===== src/rtl/ov7670_sccb_config_ctrl.sv =====
// OV7670 configuration sequencer: walks the register ROM and writes each
// entry to the sensor as a 3-phase SCCB write on bit-banged SIOC/SIOD.
//
// state    | meaning
// IDLE     | waiting for start
// RESEND   | pulse rom_resend (ROM address to 0)
// WAIT_ROM | wait ROM_WAIT cycles for registered ROM data
// DECODE   | end of table, delay entry, or latch command
// DELAY    | bus idle for DELAY_CYCLES
// START    | SIOC high, SIOD low for one half-period
// TX       | 27 bits, low half then high half each
// STOP     | three half-periods releasing the bus
// ADVANCE  | pulse rom_advance (ROM address +1)
// DONE     | table fully written
module ov7670_sccb_config_ctrl #(
  parameter int unsigned SIOC_HALF_DIV = 250,
  parameter int unsigned DELAY_CYCLES  = 1000000,
  parameter logic [7:0]  DEV_ADDR      = 8'h42,
  parameter int unsigned ROM_WAIT      = 2
) (
  input  logic        clk,
  input  logic        rst,
  input  logic        start,
  input  logic [15:0] rom_command,
  input  logic        rom_finished,
  output logic        rom_resend,
  output logic        rom_advance,
  output logic        sioc,
  output logic        siod_o,
  output logic        siod_oe,
  output logic        busy,
  output logic        done,
  output logic [7:0]  cmd_count
);

  typedef enum logic [3:0] {
    S_IDLE, S_RESEND, S_WAIT_ROM, S_DECODE, S_DELAY,
    S_START, S_TX, S_STOP, S_ADVANCE, S_DONE
  } state_t;

  localparam logic [31:0] HALF_LOAD  = 32'(SIOC_HALF_DIV - 1);
  localparam logic [31:0] DELAY_LOAD = 32'(DELAY_CYCLES - 1);
  localparam logic [31:0] WAIT_LOAD  = 32'(ROM_WAIT - 1);

  state_t      state, state_nx;
  logic [31:0] tmr, tmr_nx;
  logic [4:0]  bit_idx, bit_idx_nx;
  logic        half, half_nx;
  logic [1:0]  stop_ph, stop_ph_nx;
  logic [15:0] cmd_q, cmd_q_nx;
  logic [7:0]  cmd_count_nx;
  logic        tc;
  logic        dont_care;
  logic [26:0] tx_word;

  assign tc        = (tmr == 32'd0);
  assign tx_word   = {DEV_ADDR, 1'b1, cmd_q[15:8], 1'b1, cmd_q[7:0], 1'b1};
  assign dont_care = (bit_idx == 5'd8) || (bit_idx == 5'd17) || (bit_idx == 5'd26);
  assign busy      = (state != S_IDLE) && (state != S_DONE);
  assign done      = (state == S_DONE);

  always_ff @(posedge clk or posedge rst) begin
    if (rst) begin
      state     <= S_IDLE;
      tmr       <= '0;
      bit_idx   <= '0;
      half      <= 1'b0;
      stop_ph   <= '0;
      cmd_q     <= '0;
      cmd_count <= '0;
    end else begin
      state     <= state_nx;
      tmr       <= tmr_nx;
      bit_idx   <= bit_idx_nx;
      half      <= half_nx;
      stop_ph   <= stop_ph_nx;
      cmd_q     <= cmd_q_nx;
      cmd_count <= cmd_count_nx;
    end
  end

  always_comb begin
    state_nx     = state;
    tmr_nx       = tc ? tmr : tmr - 32'd1;
    bit_idx_nx   = bit_idx;
    half_nx      = half;
    stop_ph_nx   = stop_ph;
    cmd_q_nx     = cmd_q;
    cmd_count_nx = cmd_count;
    rom_resend   = 1'b0;
    rom_advance  = 1'b0;
    sioc         = 1'b1;
    siod_o       = 1'b1;
    siod_oe      = 1'b1;

    case (state)
      S_IDLE, S_DONE: begin
        if (start) begin
          state_nx     = S_RESEND;
          cmd_count_nx = '0;
        end
      end
      S_RESEND: begin
        rom_resend = 1'b1;
        state_nx   = S_WAIT_ROM;
        tmr_nx     = WAIT_LOAD;
      end
      S_WAIT_ROM: begin
        if (tc) state_nx = S_DECODE;
      end
      S_DECODE: begin
        if (rom_finished) begin
          state_nx = S_DONE;
        end else if (rom_command == 16'hFFF0) begin
          state_nx = S_DELAY;
          tmr_nx   = DELAY_LOAD;
        end else begin
          cmd_q_nx = rom_command;
          state_nx = S_START;
          tmr_nx   = HALF_LOAD;
        end
      end
      S_DELAY: begin
        if (tc) state_nx = S_ADVANCE;
      end
      S_START: begin
        siod_o = 1'b0;
        if (tc) begin
          state_nx   = S_TX;
          tmr_nx     = HALF_LOAD;
          bit_idx_nx = '0;
          half_nx    = 1'b0;
        end
      end
      S_TX: begin
        // data only moves when bit_idx moves, i.e. on entry to a low half
        sioc    = half;
        siod_o  = tx_word[5'd26 - bit_idx];
        siod_oe = !dont_care;
        if (tc) begin
          tmr_nx = HALF_LOAD;
          if (!half) begin
            half_nx = 1'b1;
          end else if (bit_idx == 5'd26) begin
            state_nx   = S_STOP;
            stop_ph_nx = '0;
          end else begin
            bit_idx_nx = bit_idx + 5'd1;
            half_nx    = 1'b0;
          end
        end
      end
      S_STOP: begin
        sioc   = (stop_ph != 2'd0);
        siod_o = (stop_ph == 2'd2);
        if (tc) begin
          tmr_nx = HALF_LOAD;
          if (stop_ph == 2'd2) begin
            state_nx = S_ADVANCE;
            if (cmd_count != 8'hFF) cmd_count_nx = cmd_count + 8'd1;
          end else begin
            stop_ph_nx = stop_ph + 2'd1;
          end
        end
      end
      S_ADVANCE: begin
        rom_advance = 1'b1;
        state_nx    = S_WAIT_ROM;
        tmr_nx      = WAIT_LOAD;
      end
      default: state_nx = S_IDLE;
    endcase
  end

endmodule


===== config.mk =====
export PLATFORM = sky130hd
export DESIGN_NAME = ov7670_sccb_config_ctrl
export DESIGN_NICKNAME = d
export VERILOG_FILES = /design/src/rtl/ov7670_sccb_config_ctrl.sv
export SDC_FILE = /design/constraint.sdc
export NUM_CORES = 1
export LEC_CHECK = 0
export BUFFER_PORTS_ARGS = -buffer_cell sky130_fd_sc_hd__buf_4
export CAP_MARGIN = 30
export CORE_UTILIZATION = 33
export CTS_CLUSTER_SIZE = 20
export DETAILED_ROUTE_END_ITERATION = 6
export PLACE_DENSITY_LB_ADDON = 0.05
export SYNTH_ARGS = -nofsm -noshare
export SYNTH_HDL_FRONTEND = slang
export SYNTH_SLANG_ARGS = --single-unit
export TNS_END_PERCENT = 5

===== constraint.sdc =====
create_clock -name clk -period 6.3 [get_ports clk]
set_input_delay 0 -clock clk [delete_from_list [all_inputs] [get_ports clk]]
set_output_delay 0 -clock clk [all_outputs]
set_load 0.02 [all_outputs]

==> Word level (Yosys, flattened, before mapping) <==
Index checks and enable logic that the tools add are counted.
{ "word_totals": {"register_bits": 68, "in_bits": 20, "out_inout_bits": 15} }
{ "op_classes": {"add_sub_neg": 5, "order_cmp": 1, "n_eq_ne": 28, "n_mux": 45, "bitwise": 2, "reduce_logical": 20} }
{ "ops": {"columns": ["cell", "count"], "rows": [
  ["2-to-1 mux 32 bit", 3],
  ["case mux 32 bit (3 select lines)", 1],
  ["2-to-1 mux 4 bit", 10],
  ["logical NOT 32 bit", 1],
  ["2-to-1 mux 8 bit", 4],
  ["case mux 4 bit (8 select lines)", 1],
  ["subtractor 32 x 1 -> 32 bit, second input constant", 1],
  ["!= test 2 bit, second input constant", 12],
  ["2-to-1 mux 20 bit", 1],
  ["2-to-1 mux 5 bit", 4],
  ["== test 16 bit, second input constant", 1],
  ["== test 4 x 3 -> 1 bit, second input constant", 4],
  ["case mux 8 bit (2 select lines)", 1],
  ["== test 5 bit, second input constant", 2],
  ["2-to-1 mux 2 bit", 5],
  ["case mux 5 bit (2 select lines)", 1],
  ["AND reduction 5 bit", 2],
  ["2-to-1 mux 1 bit", 9],
  ["AND reduction 9 bit", 1],
  ["adder 8 x 1 -> 8 bit, second input constant", 1],
  ["== test 4 x 2 -> 1 bit, second input constant", 2],
  ["== test 4 bit, second input constant", 2],
  ["!= test 8 bit, second input constant", 1],
  ["nonzero test 2 bit", 4],
  ["22 further kinds", 27]
]} }

==> Depth between registers and ports, before layout <==
Gate-level depths: netlist (run 1).
{ "logic_depth": {"depth_word": 5, "depth_mapped": 10} }

==> Least setup slack after synthesis (run 1) <==
OpenSTA, ideal clock, no wires.
{ "synth_timing": {"path_type": "register to register", "start": "register tmr[11]", "end": "register state[1]", "setup_ps": 121, "arrival_ps": 2648, "slack_ps": 3531, "path_stages_with_launch": 8, "path_buffers": 1, "period_less_slack_ps": 2769, "path_cell_list": "dfrtp_1 -> or4_4 -> or3_1 -> buf_6 -> or4_4 -> a2111oi_4 -> o21ai_0 -> a22o_1"} }
{ "synth_between": {"elab_chain_cells": 3, "elab_cells_between_ends": 7, "cone_classes": "eq/ne (5); reduce/logical (2)"} }
{ "synth_lines": {"columns": ["item", "line", "rtl"], "rows": [
  ["from (decl)", "46", "logic [31:0] tmr, tmr_nx;"],
  ["from (signal assigned)", "73", "tmr <= tmr_nx;"],
  ["logical NOT 32 bit (*)", "56", "assign tc = (tmr == 32'd0);"],
  ["!= test 2 bit (no line)", null, null],
  ["AND reduction 9 bit (no line) (*)", null, null],
  ["to (signal assigned)", "72", "state <= state_nx;"],
  ["to (decl)", "45", "state_t state, state_nx;"]
]} }
Every way passes the cells marked *; elsewhere a longest branch is shown, timed or not.
A chain may end at the register's enable or synchronous reset.

==> Worst setup path after layout (run 1) <==
{ "layout_timing": {"start": "register tmr[5]", "end": "register bit_idx[3]"} }
{ "layout_between": {"elab_chain_cells": 3, "elab_cells_between_ends": 4, "cone_classes": "eq/ne (2); reduce/logical (2)"} }
{ "layout_lines": {"columns": ["item", "line", "rtl"], "rows": [
  ["logical NOT 32 bit (*)", "56", null],
  ["!= test 2 bit (no line)", null, null],
  ["AND reduction 5 bit (no line) (*)", null, null],
  ["to (signal assigned)", "74", "bit_idx <= bit_idx_nx;"],
  ["to (decl)", "47", "logic [4:0] bit_idx, bit_idx_nx;"]
]} }
Marks and branches as above.

==> results of run 1 <==
==> through the flow <==
step           hold slack [ns]  instance area, um2  power [mW]  setup WS [ns]  std cells
2_1_floorplan            0.109                3970        1.47           3.53        427
3_3_place_gp             0.244                4330        1.59           3.22        587
3_5_place_dp             0.245                4330        1.60           3.14        587
4_1_cts                 0.0760                4780        2.09           3.13        620
5_1_grt                  0.115                4780        2.24           2.97        620
6_report                0.0784                4780        2.06           3.16        620
==> registers in the layout, indices dropped and copies added, names as in the netlist <==
| register | count |
|---|---|
| tmr | 32 |
| cmd_q | 16 |
| cmd_count | 8 |
| bit_idx | 5 |
| state | 4 |
| stop_ph | 2 |
| half | 1 |
==> Yosys cell counts (all sizes together), types with 8 or more instances <==
cell	n	share of area (%)
inv	17	1.6
dfrtp	68	43
a21oi	21	2.6
xnor2	29	6.4
ha	10	3.1
nor2	46	4.3
o21ai	31	3.9
nand3	18	2.3
clkbuf	15	1.4
nand2	31	2.9
mux2	16	4.5
or4	11	2.4
nor4	14	2.6
or3	8	1.3
nor3	19	2.4
==> per-layer routing <==
layer  share of wire [%]  up-vias  global-route usage (%)
met1                  50     1571                    22.1
met4                 2.3        0                    8.29
met2                  44       68                    24.8
met5                   0        -                       0
met3                 3.8       15                    3.59
li1                    -     1640                       -
==> final cells by class <==
| type | instances | area, um2 |
|---|---|---|
| clock inverters | 2 | 10.0 |
| flip-flops and latches | 68 | 1700 |
| repair buffers | 55 | 458 |
| inverters | 17 | 63.8 |
| well taps | 143 | 179 |
| clock buffers | 13 | 260 |
| multi-input cells | 322 | 2110 |
| fillers | 1153 | 6780 |
==> power groups by stage <==
| stage | logic [mW] | registers (mW) | clock network [mW] |
|---|---|---|---|
| 3_3_place_gp | 0.858 | 0.736 | 0 |
| 3_5_place_dp | 0.867 | 0.737 | 0 |
| 2_1_floorplan | 0.781 | 0.684 | 0 |
| 6_report | 0.863 | 0.729 | 0.468 |
| 5_1_grt | 0.978 | 0.757 | 0.504 |
| 4_1_cts | 0.877 | 0.730 | 0.482 |
==> worst paths after layout <==
kind | start | endpoint | cells after the start
worst max register to register | tmr[5] | bit_idx[3] | 6
max in group asynchronous | rst | half | 4
min in group asynchronous | rst | cmd_q[11] | 4
worst min-delay path | rom_finished | cmd_q[15] | 3
worst max-delay path | tmr[5] | bit_idx[3] | 6
worst min register to register | cmd_q[15] | cmd_q[15] | 1
==> critical path: cells and delay by family, from the launching register on <==
family	cells	cell delay, ns
flops	1	0.40
simple gates	6	2.67
==> logic make-up after synthesis <==
| family | share of synthesized area (%) |
|---|---|
| compound gates | 13.9 |
| buf+inv | 4.03 |
| fa+ha+maj | 3.15 |
| mux | 5.92 |
| simple gates | 23.4 |
| xor+xnor | 6.83 |
| flops | 42.8 |
==> results.sh, run 1 <==
export IMPL_critPathLaunchType="flip-flop"
export IMPL_postRouteAntennaNets=0
export IMPL_avgSynthCellArea_um2=9.31
export IMPL_slew_violations=0
export IMPL_cts_tree="yes"
export IMPL_tightestPinTransition_ns=0.901
export IMPL_p_seq_share_pct=35.4
export IMPL_setup_viol=0
export IMPL_clk_latency_ns=0.34
export IMPL_period_share_pct=49.9
export IMPL_synth_seq_area_share_pct=42.8
export IMPL_critPathMaxStageDelay_ns=0.65
export IMPL_drv_cap=0
export IMPL_gp_congestion=0.786
export IMPL_worst_ep_arrival_time_ns=3.41
export IMPL_r2r_slack_ns=3.16
export IMPL_cts_root_buf="clkbuf_16"
export IMPL_rsz0062_at_grt="false"
export IMPL_p_int_mw=1.24
export IMPL_synth_edff_count=0
export IMPL_grt_pass1_wl_um=16200
export IMPL_yosys_register_bits=68
export IMPL_drive_gt1_share_pct=16.4
export IMPL_cp_data_required_time_ns=6.57
export IMPL_io_pins=35
export IMPL_mostFrequentLayoutCells="dfrtp_1, nor2_1, buf_4"
export IMPL_synthesis_area_mm2=0.00397
export IMPL_dieArea_mm2=0.0125
export IMPL_dr_first_iter_drc_count=173
export IMPL_wl_um=9280
export IMPL_ys_warn_count=0
export IMPL_pwr_share_comb_pct=41.9
export IMPL_crit_type="reg2reg"
export IMPL_syn_to_final_growth_pct=20.4
export IMPL_grt_max_degree=69
export IMPL_postCtsHoldBufs=18
export IMPL_pwr_share_clk_pct=22.7
export IMPL_gr_total_overflow=0
export IMPL_p_sw_share_pct=40.1
export IMPL_cts_buffer_depth=2
export IMPL_drc=3
export IMPL_die_w_um=112
export IMPL_pwr_density_cell_mw_per_mm2=431
export IMPL_synth_ff_type="dfrtp_1"
export IMPL_vias=3294
export IMPL_fin_crit_ns=3.14
export IMPL_hold_viol=0
export IMPL_worstPathMaxFanout=11
export IMPL_clock_sinks=68
export IMPL_cts_buffers=9
export IMPL_num_rows=39
export IMPL_drt_pass1_iterations=6
export IMPL_grt_use_total_pct=16.4
export IMPL_initial_utilization_pct=34.4
export IMPL_hold_path_class="in2reg"
export IMPL_grt_antenna_before_repair=0
export IMPL_dpl_hpwl_um=6390
export IMPL_io_buffers=34
export IMPL_critPathCaptureType="flip-flop"
export IMPL_ys_async_sr_fraction_pct=100
export IMPL_avgViaCountPerCell=5.31
export IMPL_cp_slowest_cell="nor4_4"
export IMPL_final_setup_skew_ns=0.00690
export IMPL_synth_nets=457
export IMPL_status="finished, violations left"
export IMPL_crit_chain="or4_4, or3_1, nor4_4, nand4_2, or4_1, nand3_1"
export IMPL_core_area_mm2=0.0116
export IMPL_ir_worst_vdd_mv=0.155
export IMPL_path_clk_slew_ns=0.05
export IMPL_power_leakage_nw=2.06
export IMPL_cts_repair_resized=0
export IMPL_yosysUniqueCellTypes=51
export IMPL_violations="DRC"
export IMPL_final_common_cell="dfrtp_1"
export IMPL_p_sw_uw=825
export IMPL_n_antenna_cell=0
export IMPL_routedWlPerCell_um=15.0
export IMPL_nets=503
export IMPL_die_height_um=112
export IMPL_final_util_pct=41.4
export IMPL_maxSlewHeadroom_pct=39.9
export IMPL_grt_pass1_vias=3312
export IMPL_synthCells=427
export IMPL_finalSetupTns_ns=0
export IMPL_cts_max_level=3
export IMPL_post_cts_buffers=0
export IMPL_max_clock_freq_mhz=318
Note: power is estimated with default switching activity, not from simulation.
==> inputs of run 2 (changes only) <==
==> constraint.sdc (replaced) <==
create_clock -name clk -period 2.57 [get_ports clk]
set_input_delay 0 -clock clk [delete_from_list [all_inputs] [get_ports clk]]
set_output_delay 0 -clock clk [all_outputs]
set_load 0.02 [all_outputs]
==> results.sh, run 2 (synthesis gave the netlist of run 1 again) <==
export IMPL_routedWlPerCell_um=14.5
export IMPL_hold_depth=3
export IMPL_cts_buffer_depth=2
export IMPL_largest_reg_flops=32
export IMPL_period_share_pct=101
export IMPL_fin_cells=672
export IMPL_grt_use_total_pct=17.0
export IMPL_drt_pass1_iterations=6
export IMPL_cts_tree="yes"
export IMPL_cts_root_buf="clkbuf_16"
export IMPL_io_buffers=34
export IMPL_ir_worst_vdd_mv=0.428
export IMPL_cts_buffers=9
export IMPL_slew_violations=0
export IMPL_syn_to_final_growth_pct=33.9
export IMPL_status="finished, violations left"
export IMPL_core_area_mm2=0.0116
export IMPL_hold_viol=0
export IMPL_max_clock_freq_mhz=387
export IMPL_initial_utilization_pct=34.4
export IMPL_grt_max_degree=27
export IMPL_n_antenna_cell=0
export IMPL_hold_start="rom_finished"
export IMPL_die_height_um=112
export IMPL_critPathCaptureType="flip-flop"
export IMPL_fin_crit_ns=2.59
export IMPL_hold_slack_ns=0.105
export IMPL_hold_end="cmd_q[15]"
export IMPL_io_pins=35
export IMPL_final_setup_skew_ns=0.00705
export IMPL_r2r_start="tmr[11]"
export IMPL_dpl_hpwl_um=7150
export IMPL_grt_pass1_wl_um=16500
export IMPL_gp_congestion=0.804
export IMPL_vias=3473
export IMPL_worst_slack_ns=-0.0154
export IMPL_critPathLaunchType="flip-flop"
export IMPL_post_cts_buffers=0
export IMPL_maxSlewHeadroom_pct=63.2
export IMPL_cts_max_level=3
export IMPL_drc=3
export IMPL_avgViaCountPerCell=5.17
export IMPL_gr_total_overflow=0
export IMPL_crit_type="reg2reg"
export IMPL_dieArea_mm2=0.0125
export IMPL_tightestPinTransition_ns=0.552
export IMPL_clk_latency_ns=0.34
export IMPL_rsz0062_at_grt="true"
export IMPL_path_clk_slew_ns=0.06
export IMPL_drive_gt1_share_pct=27.6
export IMPL_postRouteAntennaNets=0
export IMPL_placedCellCount=638
export IMPL_pwr_density_cell_mw_per_mm2=1150
export IMPL_r2r_end="bit_idx[3]"
export IMPL_worst_ep_arrival_time_ns=2.86
export IMPL_mostFrequentLayoutCells="buf_4, dfrtp_1, nor2_1"
export IMPL_reg_top3="tmr x32, cmd_q x16, cmd_count x8"
export IMPL_rr_worst_depth=8
export IMPL_r2r_slack_ns=-0.02
export IMPL_clock_sinks=68
export IMPL_wl_um=9760
export IMPL_grt_pass1_vias=3379
export IMPL_drv_cap=0
export IMPL_cp_startpoint="tmr[11]"
export IMPL_die_w_um=112
export IMPL_final_common_cell="buf_4"
export IMPL_cp_data_required_time_ns=2.84
export IMPL_worstPathMaxFanout=7
export IMPL_stdcell_area_mm2=0.00532
export IMPL_num_rows=39
export IMPL_placed_cell_area_mm2=0.00474
export IMPL_nets=554
export IMPL_power_leakage_nw=2.35
export IMPL_dr_first_iter_drc_count=169
export IMPL_max_flop_register="tmr"
export IMPL_setup_viol=4
export IMPL_hold_path_class="in2reg"
export IMPL_violations="DRC, setup timing"
export IMPL_dp_slack_ns=-0.0969
export IMPL_grt_antenna_before_repair=0
-- run 2: cell types whose count changed in the layout (fill, tap and decap cells not counted), moves of 3 or more --
cell	delta
o21ai_1	+4
o21ai_0	-4
buf_4	+47
or4_1	-3
nor4_1	-3
nor4_2	+3
or4_4	+3
-- run 2: worst max-delay path by stage --
stage                 end  slack, ns  depth (start not counted)
2_1_floorplan    state[1]      -0.20                          7
3_3_place_gp      tmr[19]      -0.08                          8
3_5_place_dp      tmr[19]       -0.1                          8
4_1_cts          state[0]      -0.07                          6
5_1_grt          state[1]      -0.13                          6
6_report       bit_idx[3]      -0.02                          8
-- run 2: area by class of cell --
class | instances | area, um2
Fill cell | 1135 | 6240
Tap cell | 143 | 179
Clock buffer | 13 | 270
Timing Repair Buffer | 106 | 873
Sequential cell | 68 | 1700
Clock inverter | 3 | 43.8
Multi-Input combinational cell | 322 | 2190
Inverter | 17 | 63.8
-- run 2: worst max-delay path: stages, from the launching register on --
cell	delay [ns]
dfrtp_1	0.37
or4_4	0.53
or3_4	0.40
buf_6	0.13
nor4_4	0.21
buf_6	0.18
nand4_2	0.13
or4_1	0.48
nand3_1	0.09
-- run 2: per-layer routing --
| layer | wire length [um] | track usage [%] |
|---|---|---|
| met1 | 4720 | 22.5 |
| met2 | 4550 | 26.3 |
| met3 | 321 | 3.48 |
| met4 | 172 | 8.38 |
| met5 | 0 | 0 |
-- run 2: what timing repair did --
action / 4_1_cts / 5_1_grt
endpoints found under the setup margin: 33 / 43
pin swaps: 2 / 5
endpoints found under the hold margin: 41 / 0
hold buffers: 18 / 0
resized for setup: 11 / 11
-- run 2: report_power, final --
| part | internal (mW) | switching (mW) |
|---|---|---|
| Sequential | 1.42 | 0.295 |
| Combinational | 1.54 | 1.55 |
| Clock | 0.831 | 0.458 |
| Total | 3.80 | 2.31 |
-- run 2: stage by stage --
step	utilization, %	total power [mW]	setup TNS [ns]
floorplan	-	3.59	-2.42
global placement	41.0	4.69	-0.996
detailed placement	41.0	4.70	-1.63
CTS	45.7	6.12	-0.447
global route	46.0	6.59	-2.58
finish	46.0	6.11	-0.0510
